[src/rtl/alu_instr_sequencer.sv]
// rtl/alu_instr_sequencer.sv - LC-3 ADD/AND/NOT sequencer with internal regfile; ALU_SEQ_PERF_EN adds perf counters
module alu_instr_sequencer #(
  parameter int DATA_W = 16,
  parameter int NREGS  = 8
) (
  input  logic                      Clk,
  input  logic                      Reset_n,
  input  logic                      instr_valid,
  input  logic [15:0]               instr,
  output logic                      instr_ready,
  input  logic                      host_we,
  input  logic [$clog2(NREGS)-1:0]  host_addr,
  input  logic [DATA_W-1:0]         host_data,
  input  logic [$clog2(NREGS)-1:0]  dbg_sel,
  output logic [DATA_W-1:0]         dbg_data,
  output logic [1:0]                ALUK,
  output logic                      SR2MUX,
  output logic [15:0]               ALU_IR,
  output logic [DATA_W-1:0]         ALU_A,
  output logic [DATA_W-1:0]         ALU_B,
  input  logic [DATA_W-1:0]         ALU_OUT,
  output logic [2:0]                NZP,
  output logic                      done,
  output logic                      illegal
`ifdef ALU_SEQ_PERF_EN
  ,
  output logic [15:0]               perf_ops,
  output logic [7:0]                perf_ill
`endif
);

  typedef enum logic [2:0] {
    S_IDLE,
    S_DECODE,
    S_READ,
    S_EXEC,
    S_WB,
    S_ILL
  } state_t;

  state_t state, state_n;

  logic [DATA_W-1:0] regs [NREGS];
  logic [DATA_W-1:0] result;

  logic [3:0] opcode;
  logic       is_add, is_and, is_not, legal;
  logic [1:0] aluk_dec;
  logic       sr2mux_dec;
  logic [2:0] dr, sr1, sr2;

  assign opcode = ALU_IR[15:12];
  assign dr     = ALU_IR[11:9];
  assign sr1    = ALU_IR[8:6];
  assign sr2    = ALU_IR[2:0];

  assign is_add = (opcode == 4'b0001);
  assign is_and = (opcode == 4'b0101);
  assign is_not = (opcode == 4'b1001);

  // register-mode ADD/AND must have IR[4:3]=00; NOT must carry the all-ones tail
  assign legal = ((is_add || is_and) && (ALU_IR[5] || (ALU_IR[4:3] == 2'b00)))
               || (is_not && (ALU_IR[5:0] == 6'h3F));

  assign aluk_dec   = is_and ? 2'b01 : (is_not ? 2'b11 : 2'b00);
  assign sr2mux_dec = (is_add || is_and) && ALU_IR[5];

  assign dbg_data = regs[dbg_sel];

  always_ff @(posedge Clk or negedge Reset_n) begin
    if (!Reset_n) begin
      state <= S_IDLE;
    end else begin
      state <= state_n;
    end
  end

  always_comb begin
    state_n     = state;
    instr_ready = 1'b0;
    done        = 1'b0;
    illegal     = 1'b0;
    case (state)
      S_IDLE: begin
        instr_ready = Reset_n && !host_we;
        if (!host_we && instr_valid) begin
          state_n = S_DECODE;
        end
      end
      S_DECODE: state_n = legal ? S_READ : S_ILL;
      S_READ:   state_n = S_EXEC;
      S_EXEC:   state_n = S_WB;
      S_WB: begin
        done    = 1'b1;
        state_n = S_IDLE;
      end
      S_ILL: begin
        illegal = 1'b1;
        state_n = S_IDLE;
      end
      default: state_n = S_IDLE;
    endcase
  end

  always_ff @(posedge Clk or negedge Reset_n) begin
    if (!Reset_n) begin
      ALU_IR <= '0;
      ALUK   <= '0;
      SR2MUX <= 1'b0;
      ALU_A  <= '0;
      ALU_B  <= '0;
      result <= '0;
      NZP    <= 3'b010;
      for (int i = 0; i < NREGS; i++) begin
        regs[i] <= '0;
      end
    end else begin
      case (state)
        S_IDLE: begin
          // host writes take priority; the instruction waits for the next cycle
          if (host_we) begin
            regs[host_addr] <= host_data;
          end else if (instr_valid) begin
            ALU_IR <= instr;
          end
        end
        S_DECODE: begin
          if (legal) begin
            ALUK   <= aluk_dec;
            SR2MUX <= sr2mux_dec;
          end
        end
        S_READ: begin
          ALU_A <= regs[sr1];
          ALU_B <= regs[sr2];
        end
        S_EXEC: result <= ALU_OUT;
        S_WB: begin
          regs[dr] <= result;
          if (result[DATA_W-1]) begin
            NZP <= 3'b100;
          end else if (result == '0) begin
            NZP <= 3'b010;
          end else begin
            NZP <= 3'b001;
          end
        end
        default: ;
      endcase
    end
  end

`ifdef ALU_SEQ_PERF_EN
  always_ff @(posedge Clk or negedge Reset_n) begin
    if (!Reset_n) begin
      perf_ops <= '0;
      perf_ill <= '0;
    end else begin
      if (done && (perf_ops != 16'hFFFF)) begin
        perf_ops <= perf_ops + 16'd1;
      end
      if (illegal && (perf_ill != 8'hFF)) begin
        perf_ill <= perf_ill + 8'd1;
      end
    end
  end
`endif

endmodule

[config.mk]
export PLATFORM = sky130hd
export DESIGN_NAME = alu_instr_sequencer
export DESIGN_NICKNAME = d
export VERILOG_FILES = /design/src/rtl/alu_instr_sequencer.sv
export SDC_FILE = /design/constraint.sdc
export NUM_CORES = 1
export LEC_CHECK = 0
export ABC_AREA = 1
export BUFFER_PORTS_ARGS = -buffer_cell sky130_fd_sc_hd__buf_2
export CAP_MARGIN = 5
export CORE_UTILIZATION = 40
export CTS_BUF_LIST = sky130_fd_sc_hd__clkbuf_16
export CTS_CLUSTER_DIAMETER = 30
export DETAILED_ROUTE_END_ITERATION = 12
export GPL_ROUTABILITY_DRIVEN = 0
export GPL_TIMING_DRIVEN = 1
export HOLD_SLACK_MARGIN = 0.1
export PLACE_DENSITY_LB_ADDON = 0.15
export SLEW_MARGIN = 0
export SYNTH_ARGS = -nofsm -noshare
export SYNTH_HDL_FRONTEND = slang
export SYNTH_SLANG_ARGS = --single-unit
[constraint.sdc]
create_clock -name Clk -period 2.8 [get_ports Clk]
set_input_delay 0 -clock Clk [delete_from_list [all_inputs] [get_ports Clk]]
set_output_delay 0 -clock Clk [all_outputs]
set_load 0.005 [all_outputs]
# Yosys cells after proc, flatten, opt, wreduce, memory -nomap -nowiden

Cells that the tools add are included.
W data, S select, Z words.

Order comparisons: 7
Reductions and logical operators: 18
Bitwise logic cells: 6
Multiplexer cells: 27
Eq/ne operators: 11

Operators with widths:

| cell                 | count |
|---|---|
| $bwmux W128          | 2 |
| $pmux W128 S2        | 1 |
| $bmux W16 S3         | 3 |
| $mux W128            | 1 |
| $mux W16             | 8 |
| $demux W16 S3        | 2 |
| $ge A4 B4 Y1 const B | 5 |
| $not A3 Y4           | 5 |
| $logic_not A16 Y1    | 1 |
| $pmux W3 S4          | 1 |
| $mux W3              | 3 |
| $lt A4 B1 Y1 const B | 2 |
| $logic_and A1 B1 Y1  | 7 |
| $eq A3 B2 Y1 const B | 2 |
| $eq A3 B3 Y1 const B | 2 |
| $eq A6 B6 Y1 const B | 1 |
| $mux W2              | 3 |
| $eq A4 B1 Y1 const B | 1 |
| $eq A4 B3 Y1 const B | 1 |
| $eq A4 B4 Y1 const B | 1 |
| $ne A2 B2 Y1 const B | 2 |
| $reduce_and A2 Y1    | 2 |
| $eq A3 B1 Y1 const B | 1 |
| $logic_not A3 Y1     | 1 |
| 7 further kinds      | 11 |

Output and inout port bits: 73
Logic and storage cells: 85
Register bits after elaboration: 201

# Logic depth before layout (Yosys ltp)

Gate-level depths: netlist of the first run.

Depth in word-level cells: 8
Gate-level depth with buffers: 9
Gate-level depth less buffers: 8

# Least setup slack after synthesis of the first run

Ideal clock, no wire load.

Path type: register to register
Start point: register state[0]
End point: register regs[101] (netlist bit)
Path slack: 1.375 ns
Required time: 2.684 ns
Library setup time: 0.116 ns
Stages on the path, launching flop included: 10
Clock period less this slack: 1.425 ns
Data arrival time: 1.309 ns
Path through: dfrtp_1 inv_2 nand2_4 nor2_2 nand2_2 nand2_1 nand2_2 buf_2 nand2_1 nand2_1

Cells in the longest elaborated chain, start to end: 3

Ends and longest elaborated chain:

| item                                                         | line | text |
|---|---|---|
| start: declaration                                           | 41   | `state_t state, state_n;` |
| start signal: assignment                                     | 74   | `state <= state_n;` |
| $eq A3 B3 Y1 or $logic_not A3 Y1 (tied branches)             | 118  | `case (state)` |
| $reduce_bool A2 Y1 (no line) or $ne A2 B2 Y1 (tied branches) | n/a  |  |
| $reduce_and A2 Y1 (no line)                                  | n/a  |  |
| end signal: indexed assignment                               | 122  | `regs[host_addr] <= host_data;` |
| end signal: indexed assignment                               | 139  | `regs[dr] <= result;` |
| end: declaration                                             | 43   | `logic [DATA_W-1:0] regs [NREGS];` |

Several ways; a longest one is shown, not always the timed one.
A chain may end at the register's enable or synchronous reset.

# Worst setup path after layout of the first run

Start point: register state[0]
End point: register regs[104] (netlist bit)

Same word-level chain as after synthesis.

==> results.md, run 1 <==
- Tcrit/Tclk final: 78.8%
- First-pass DRT Iterations: 6
- First-pass GRT wire length: 85200 um
- Power Total: 19600 uW
- Post-synth EDFFs: 0
- Largest net degree at the start of global routing: 114
- Status: finished clean
- Worst skew pair latency: 0.58 ns
- Total congestion overflow: 0
- Most used DFF post-synth: dfrtp_1
- Top cell type's share of synthesized area: 38.6%
- PortBufs: 130
- CTS clk-pin slew, worst paths: 0.04 ns
- Fillers: 3197
- Post-route ant nets: 0
- Diodes inserted: 0
- Syn_nets: 2050
- Worst hold margin: 0.143 ns
- Layout cells sized above 1: 14.7%
- DRT iter0 DRCs: 2316
- Mapped cell area: 13000 um2
- Slew Limit Headroom: 39.6%
- Count leader, synth: nand2_1
- Hold Path Class: in -> reg
- Post-synthesis sequential area ratio: 38.8%
- GRT Total Usage: 34.2%
- Design Area, Final: 16600 um2
- Core Rows: 65
- Placed Instance Area: 14000 um2
- Core area: 31700 um2
- Static leakage: 0.00829 uW
- Unrepaired setup endpoints after global routing: false
- Number of buffers added for setup after CTS: 0
- Worst Skew: 0.0192 ns
- CP max-delay cell: dlygate4sd3_1
- Number of H-tree levels: 2
- CTS root buf: clkbuf_16
- P per Cell Area: 1180 nW/um2
- CP required: 3.32 ns
- FF+latch count, synth: 201
- Die area: 33100 um2
- Crit end category: flip-flop
- Vias in the first global route: 13900
- Yosys warning count: 0
- Vias per cell: 5.65
- Avg Inst Size Synth: 6.51 um2
- Num CTS Buffers: 57
- Maximum buffer depth of the clock tree: 3
- VDD IR max: 846 uV
- Worst Setup Start Kind: flip-flop
- DR WL/cell: 21.3 um
- Post-synthesis async set-or-reset flop share: 100%
- Via Count: 14800
- Crit-path cells: nor2_1, nand2_2, buf_12, nand3_1, dlygate4sd3_1, o21ai_0, nand2_1, nand2_1
- Final setup fails: 0
- # nets final: 2236
- Crit Path Class: reg -> reg
- CP max FO: 51
- Area contributors post-synth: dfrtp_1, nand2_1, o21ai_0
- Routed WL: 56000 um
- Synth cell types: 31
- Max Cap Violations: 0
- DRC errors left: 0
- Post-CTS Hold Buffers: 72
- Synth top cells by count: nand2_1, o21ai_0, dfrtp_1
- Crit-path most repeated cell: nand2_1
- Synth area leader: dfrtp_1
- Die Height: 182 um
- # clock sinks: 201
- Die W: 182 um
- DP HPWL: 36000 um
- Worst Tran Pin Value: 0.905 ns
- Syn Inst Count: 1992
- Post-CTS Resized: 0
- Critical Path AT: 2.73 ns
- Achievable Freq: 0.453 GHz
- Final hold vios: 0
- Max Transition Viols Final: 0
- Minimum clock period after layout: 2.21 ns
- Area Growth Syn to Fin: 27.9%
- Delay of the slowest critical-path stage: 0.61 ns
- CTS tree: built
- Setup TNS: 0 ns
- Boundary Pins: 131
- Initial Utilization: 40.9%
- Initial antenna violation count: 0
==> stage by stage <==
step | util [%] | instances | worst slack, ns
2_1_floorplan | - | 1992 | 1.37
3_3_place_gp | 44.1 | 2449 | 0.895
3_5_place_dp | 44.1 | 2449 | 0.823
4_1_cts | 52.3 | 2625 | 0.685
5_1_grt | 52.3 | 2625 | 0.515
6_report | 52.3 | 2625 | 0.595
==> final cells by class <==
type	count	area, um2	share of cell area [%]
multi-input cells	1537	6900	41.6
flip-flops and latches	201	5030	30.4
repair buffers	244	1760	10.6
clock buffers	59	1480	8.91
inverters	137	517	3.12
well taps	402	503	3.03
clock inverters	45	387	2.33
==> report_power, final <==
| part | switching (uW) | internal [uW] |
|---|---|---|
| Sequential | 1360 | 4130 |
| Clock | 1870 | 4360 |
| Combinational | 5430 | 2400 |
| Total | 8670 | 10900 |
==> worst max-delay path, delay by kind of cell (launching register included) <==
family | cells | cell delay [ns]
simple gates | 5 | 0.64
buf+inv | 2 | 0.92
flops | 1 | 0.46
compound gates | 1 | 0.10
==> placed cells by master, fill, tap and decap left out, drive strengths merged <==
master       synthesis  layout
a21oi              137     137
and2                 5       5
buf                 51     172
bufinv               0       7
clkbuf              66      60
clkinv               5      27
clkinvlp             0       5
dfrtp              200     200
dfstp                1       1
dlygate4sd3          0      71
inv                132     143
nand2              848     848
nand3              177     177
nand4                4       4
nor2                73      73
nor3                 6       6
o211ai              27      27
o21ai              234     234
or2                 26      26
==> logic make-up (layout without fill, tap and decap cells) <==
family,count (synthesis),after routing,synth area share [%]
and+or+nand+nor,1139,1139,37.2
AOI/OAI and AO/OA,398,398,16.0
buffers and inverters,254,485,8.01
DFF,201,201,38.8
==> path summary, 6_finish.rpt <==
check / startpoint / endpoint / slack [ns] / cells after the start
worst max-delay path: state[0] / regs[104] / 0.59 / 8
worst min-delay path: host_addr[0] / regs[10] / 0.14 / 6
worst max register to register: state[0] / regs[104] / 0.59 / 8
worst min register to register: ALU_B[10] / ALU_B[10] / 0.47 / 2
max in group asynchronous: Reset_n / ALU_IR[0] / 1.69 / 4
min in group asynchronous: Reset_n / NZP[1] / 0.60 / 3
==> flip-flops by register name (all words and copies together) (netlist names) <==
register,count
NZP,3
ALU_B,16
ALU_A,16
SR2MUX,1
ALU_IR,16
regs,128
result,16
state,3
ALUK,2
==> metal layers <==
| layer | vias to the layer above | global-route usage (%) | wire, um |
|---|---|---|---|
| met1 | 6928 | 47.0 | 23100 |
| met5 | - | 0 | 0 |
| met4 | 0 | 12.9 | 2010 |
| met2 | 971 | 51.3 | 23800 |
| met3 | 150 | 9.17 | 7040 |
| li1 | 6794 | - | - |
Power figures use the tool's default switching activity.
==> run 2, diff against run 1 <==
Settings changed: ABC_AREA 1 to 0.
Clock period 2.8 ns to 1.9 ns, I/O delays scaled along.
==> run 2 against run 1 <==
The flow now finishes with violations (setup timing). Utilization rose by 3.6 points. Sequential power rose by 46%. Clock skew rose by 0.0089 ns. Critical path type is now reg -> out. Clock power rose by 49%. Design area barely moved. Setup slack got worse by 0.61 ns. Register-to-register slack got worse by 0.58 ns. First-iteration DRC count fell by 67%.
==> results.md, run 2 <==
- P_sw: 10100 uW (+17%)
- GRT Total Usage: 25.2% (-9.0 points)
- Vias in the first global route: 9212 (-34%)
- # clock sinks: 201 (unchanged)
- Yosys warning count: 0 (unchanged)
- Unrepaired setup endpoints after global routing: true
- Worst Skew: 0.0281 ns (+0.00888 ns)
- Initial Utilization: 40.7% (-0.16 points)
- Die W: 176 um (-3.5%)
- Fillers: 2600 (-19%)
- Hold Path Class: in -> reg
- Tcrit/Tclk final: 101%
- Int Pwr: 19400 uW (+78%)
- Worst Setup Start Kind: flip-flop
- Power Total: 29500 uW (+51%)
- RR Startpoint: ALU_IR[10]
- First-pass DRT Iterations: 4 (-2)
- VDD IR max: 791 uV (-6.6%)
- Status: finished with violations
- PortBufs: 130 (unchanged)
- Core Rows: 63 (-3.1%)
- Num CTS Buffers: 55 (-3.5%)
- Area Growth Syn to Fin: 37.4%
- Die area: 30900 um2 (-6.9%)
- Maximum buffer depth of the clock tree: 3 (unchanged)
- Delay of the slowest critical-path stage: 0.52 ns (-0.09 ns)
- # nets final: 1241 (-44%)
- Sequential Power Share: 27.2% (-0.9 points)
- Util after Layout: 55.9% (+3.6 points)
- Most common cell after layout, fill and taps aside: dfrtp_1
- Synth cell types: 47 (+52%)
- Achievable Freq: 0.523 GHz
- Crit path buffers/inverters: 1 (-1)
- Final setup fails: 2 (+2)
- Initial antenna violation count: 0 (unchanged)
- Vias per cell: 5.88 (+3.9%)
- Max Cap Violations: 0 (unchanged)
- Worst skew pair latency: 0.57 ns (about the same)
- Avg Inst Size Synth: 13.3 um2 (+110%)
- Top cell type's share of synthesized area: 41.5% (+2.9 points)
- Diodes inserted: 0 (unchanged)
- Minimum clock period after layout: 1.91 ns
- Routed WL: 38500 um (-31%)
- CTS clk-pin slew, worst paths: 0.05 ns (about the same)
- P per Cell Area: 1780 nW/um2 (+51%)
- Combinational Power Share: 41.4% (+1.3 points)
- Critical path's top delay family: multiplexers
- DR WL/cell: 23.8 um (+12%)
- CP required: 1.90 ns (-1.42 ns)
- CTS tree: built
- Largest net degree at the start of global routing: 69 (-39%)
- CP max-delay cell: mux4_2
- Worst Tran Pin Value: 0.533 ns (-0.373 ns)
- Synth area leader: dfrtp_1
- DP HPWL: 25400 um (-29%)
- Core area: 29600 um2 (-6.6%)
- Total congestion overflow: 0 (unchanged)
- Post-synthesis async set-or-reset flop share: 100% (unchanged)
- Final hold vios: 0 (unchanged)
- Syn_nets: 962 (-53%)
- Count leader, synth: dfrtp_1
- Synth top cells by count: dfrtp_1, mux2_2, o22ai_1
- Mapped cell area: 12100 um2 (-6.9%)
- Crit Path Class: reg -> out
- Crit-path cells: mux4_2, mux2_4, buf_6
- Biggest register: regs
- Power share of the clock group: 31.4% (-0.4 points)
- DRC errors left: 0 (unchanged)
- Die Height: 176 um (-3.5%)
- Max FFs per register: 128 (unchanged)
- Boundary Pins: 131 (unchanged)
- Post-synthesis sequential area ratio: 41.7% (+2.9 points)
- Slew Limit Headroom: 64.5% (+25 points)
- Critical path origin: regs[5]
- CTS root buf: clkbuf_16
- Hold path startpoint: host_we
- Most used DFF post-synth: dfrtp_1
- Via Count: 9508 (-36%)
- Number of H-tree levels: 2 (unchanged)
- Failing checks: setup timing
- Commonest cells after routing, fill and taps aside: dfrtp_1, mux2_2, buf_2
- First-pass GRT wire length: 58600 um (-31%)
- Post-synth EDFFs: 0 (unchanged)
- Final worst slack: -0.0139 ns (-0.609 ns)
- Crit end category: primary output
- Post-route ant nets: 0 (unchanged)
- Static leakage: 0.00748 uW (-9.8%)
- Max Transition Viols Final: 0 (unchanged)
- Critical Path AT: 1.91 ns (-0.82 ns)
- Syn Inst Count: 904 (-55%)
- Switching share of total power: 34.4% (-9.9 points)
- FF+latch count, synth: 201 (unchanged)
- Layout cells sized above 1: 53.7% (+39 points)
- DRT iter0 DRCs: 753 (-67%)
- Area contributors post-synth: dfrtp_1, mux4_2, mux2_2
- CP max FO: 2 (-96%)
- Worst hold margin: 0.197 ns (+0.0541 ns)
[run 2: cell count changes in the layout (fill, tap and decap cells not counted), sizes merged, moves of 24 or more]
cell / change
or2: -24
mux2i: +32
o211ai: -26
nand3: -164
mux2: +177
nor2: -32
a21oi: -104
nand2: -804
inv: -132
o22ai: +117
buf: +79
mux4: +96
o21ai: -224
[run 2: per-stage QoR]
| step | TNS [ns] | setup slack (ns) | instances | cell area, um2 |
|---|---|---|---|---|
| CTS | -0.258 | -0.0364 | 1578 | 16100 |
| floorplan | -2.74 | -0.0728 | 904 | 12100 |
| detailed placement | -1.44 | -0.0484 | 1406 | 13600 |
| global route | -0.440 | -0.0421 | 1618 | 16600 |
| global placement | -0.551 | -0.0242 | 1406 | 13600 |
| finish | -0.0172 | -0.0139 | 1618 | 16600 |
[run 2: worst reg2reg max path, delay by kind of cell (launching register included)]
family,cells,cell delay [ns]
mux,1,0.31
buf+inv,1,0.18
simple gates,2,0.59
flops,1,0.43
compound gates,1,0.26
[run 2: area by class of cell]
class                   count  area (um2)  area share (%)
clock buffers              56        1400            8.46
clock inverters            46         469            2.83
inverters                   3        15.0          0.0906
multi-input cells         617        6660            40.2
flip-flops and latches    201        5040            30.4
well taps                 390         488            2.94
repair buffers            305        2500            15.1
[run 2: cells by family after synthesis]
logic type,Yosys count,share of synthesized area [%]
mux,305,38.3
flops,201,41.7
buf+inv,86,3.96
simple gates,135,6.65
xor+xnor,1,0.0726
compound gates,176,9.27
[run 2: repair_timing]
item                       CTS  global route
gates resized for setup     12            37
pin swaps                    0             3
setup endpoints to repair  113           133
hold endpoints to repair   322             0
buffers inserted            17            40
hold buffers                53             0
[run 2: power groups by stage]
stage | logic [uW] | registers [uW] | clock network (uW)
5_1_grt | 13000 | 8290 | 9630
2_1_floorplan | 7460 | 7450 | 0
3_3_place_gp | 10800 | 8010 | 0
6_report | 12200 | 8030 | 9260
4_1_cts | 11400 | 8020 | 9350
3_5_place_dp | 10900 | 8120 | 0
[run 2: worst paths after layout]
path,to,slack [ns],depth (start not counted)
min reg2reg,NZP[1],0.48,2
max in group asynchronous,ALU_B[6],0.85,4
min,regs[98],0.20,5
max,dbg_data[5],-0.01,3
min in group asynchronous,ALU_A[5],0.58,4
max reg2reg,regs[56],0.01,5
[run 2: metal layers]
layer | global-route usage (%) | vias up | wire length (um)
met5 | 0 | - | 0
met4 | 7.43 | 0 | 760
met3 | 6.10 | 72 | 2840
met2 | 36.3 | 370 | 17100
met1 | 37.2 | 4924 | 17800
li1 | - | 4142 | -
==> run 3, diff against run 2 <==
Settings changed: ABC_AREA 0 to 1.
==> run 3 against run 2 <==
The flow now finishes without violations. Setup slack better by 0.083 ns. Critical path depth up 4. Count of clock-buffer cells in the layout down 1. Utilization down 2.6 points. Sequential share of layout area down 0.64 points. Design area up 2.1%. Worst hold slack better by 0.014 ns. Global-route usage up 7.2 points. First-iteration DRC count up 140%. Highest routed layer unchanged. Clock skew down 0.0025 ns.
==> results.md, run 3 (same netlist as run 1, synthesis figures left out) <==
- Crit path buffers/inverters: 2 (+1)
- Critical path origin: regs[106]
- Biggest register: regs
- PortBufs: 130 (unchanged)
- VDD IR max: 1050 uV (+33%)
- P_sw: 12800 uW (+26%)
- Crit-path most repeated cell: o21ai_0
- Placed Instance Area: 14200 um2 (+5.1%)
- Num CTS Buffers: 55 (unchanged)
- GRT Total Usage: 32.4% (+7.2 points)
- RR Startpoint: state[0]
- Status: finished clean
- Switching share of total power: 42.8% (+8.5 points)
- Core area: 31700 um2 (+7.0%)
- Crit path depth: 7 (+4)
- Worst Skew: 0.0256 ns (-0.00252 ns)
- Number of H-tree levels: 2 (unchanged)
- Crit end category: primary output
- Flop2flop setup slack: 0.09 ns (+0.08 ns)
- Critical Path AT: 1.83 ns (-0.08 ns)
- Post-route ant nets: 0 (unchanged)
- Slew Limit Headroom: 52.4% (-12 points)
- Design Area, Final: 16900 um2 (+2.1%)
- Total congestion overflow: 0 (unchanged)
- Achievable Freq: 0.546 GHz (+4.5%)
- CP max-delay cell: dfrtp_1
- Int Pwr: 17100 uW (-12%)
- Maximum buffer depth of the clock tree: 3 (unchanged)
- CTS tree: built
- Minimum clock period after layout: 1.83 ns (-0.0828 ns)
- Initial Utilization: 40.9% (+0.16 points)
- Worst Reg-to-Reg Cells: 8 (+3)
- Via Count: 14700 (+54%)
- CP required: 1.90 ns (about the same)
- Initial antenna violation count: 0 (unchanged)
- CP max FO: 3 (+1)
- Max FFs per register: 128 (unchanged)
- Core Rows: 65 (+3.2%)
- Vias per cell: 5.57 (-5.3%)
- Worst skew pair latency: 0.58 ns (about the same)
- Commonest cells after routing, fill and taps aside: nand2_1, o21ai_0, dfrtp_1
- Die Height: 182 um (+3.6%)
- CTS root buf: clkbuf_16
- Worst Setup Start Kind: flip-flop
- Sequential Power Share: 27.1% (about the same)
- Layout cells sized above 1: 16.0% (-38 points)
- # nets final: 2243 (+81%)
- P per Cell Area: 1770 nW/um2 (-0.69%)
- DP HPWL: 36200 um (+43%)
- Delay of the slowest critical-path stage: 0.42 ns (-0.10 ns)
- Most common cell after layout, fill and taps aside: nand2_1
- DR WL/cell: 20.2 um (-15%)
- Die area: 33100 um2 (+7.4%)
- Worst Tran Pin Value: 0.713 ns (+0.181 ns)
- First-pass DRT Iterations: 8 (+4)
- DRT iter0 DRCs: 1795 (+140%)
- Final hold vios: 0 (unchanged)
- Setup TNS: 0 ns (+0.0172 ns)
- Max Transition Viols Final: 0 (unchanged)
- # clock sinks: 201 (unchanged)
- Critical path's top delay family: flip-flops
- Crit path to: dbg_data[10]
- FF-to-FF End: regs[111]
- Boundary Pins: 131 (unchanged)
- Routed WL: 53100 um (+38%)
- Combinational Power Share: 39.5% (-1.9 points)
- First-pass GRT wire length: 82200 um (+40%)
- Largest net degree at the start of global routing: 76 (+10%)
- Max Cap Violations: 0 (unchanged)
- Hold Path Class: in -> reg
- Crit-path cells: inv_1, a21oi_1, o21ai_0, o21ai_0, nand2_1, nand2_2, buf_2
- Power share of the clock group: 33.4% (+2.0 points)
- CTS clk-pin slew, worst paths: 0.04 ns (about the same)
- Worst Hold Depth: 4 (-1)
- DRC errors left: 0 (unchanged)
- Crit Path Class: reg -> out
- Diodes inserted: 0 (unchanged)
- Static leakage: 0.00849 uW (+14%)
- Vias in the first global route: 13600 (+48%)
- Die W: 182 um (+3.6%)
- Power Total: 29900 uW (+1.4%)
- Hold path startpoint: ALU_OUT[9]
- Tcrit/Tclk final: 96.4% (-4.4 points)
- Area Growth Syn to Fin: 30.6%
- Final setup fails: 0 (-2)
run 3: area by class of cell:
cell class / instances / area (um2)
Clock buffer: 55 / 1380
Clock inverter: 48 / 637
Fill cell: 3080 / 14800
Inverter: 137 / 517
Multi-Input combinational cell: 1537 / 6910
Sequential cell: 201 / 5040
Tap cell: 402 / 503
Timing Repair Buffer: 253 / 1940
run 3: power by group through the flow:
stage / logic, uW / registers (uW) / clock network [uW]
2_1_floorplan: 7540 / 7200 / 0
3_3_place_gp: 11100 / 7960 / 0
3_5_place_dp: 11300 / 7990 / 0
4_1_cts: 11500 / 7960 / 10100
5_1_grt: 13000 / 8260 / 10300
6_report: 11800 / 8100 / 9990
run 3: layer usage:
layer | GRT usage (%) | up-vias | share of wire [%]
li1 | - | 6831 | -
met4 | 11.8 | 0 | 2.8
met1 | 45.7 | 6846 | 43
met3 | 7.86 | 106 | 12
met5 | 0 | - | 0
met2 | 47.9 | 870 | 42
run 3: worst register-to-register path, delay by kind of cell (launching register included):
family,cells,cell delay (ns)
buf+inv,2,0.74
simple gates,6,0.51
flops,1,0.45
run 3: worst min path at each step:
stage / endpoint / slack [ns]
3_3_place_gp: ALU_A[5] / 0.005
6_report: result[9] / 0.21
5_1_grt: result[10] / 0.21
2_1_floorplan: ALUK[0] / -0.30
4_1_cts: result[6] / 0.18
3_5_place_dp: ALU_A[5] / 0.003
run 3: repair_timing:
item | 4_1_cts | 5_1_grt
setup endpoints to repair | 0 | 12
endpoints found under the hold margin | 359 | 0
hold buffers | 60 | 0
buffers inserted | 0 | 1
resized for setup | 0 | 8
run 3: stage by stage:
step / setup slack (ns) / util [%] / hold WS (ns) / cells
floorplan: 0.475 / - / -0.296 / 1992
global route: -0.00290 / 53.4 / 0.212 / 2633
CTS: 0.0539 / 53.2 / 0.182 / 2631
finish: 0.0690 / 53.4 / 0.211 / 2633
global placement: 0.159 / 44.9 / 0.00497 / 2468
detailed placement: 0.129 / 44.9 / 0.00326 / 2468
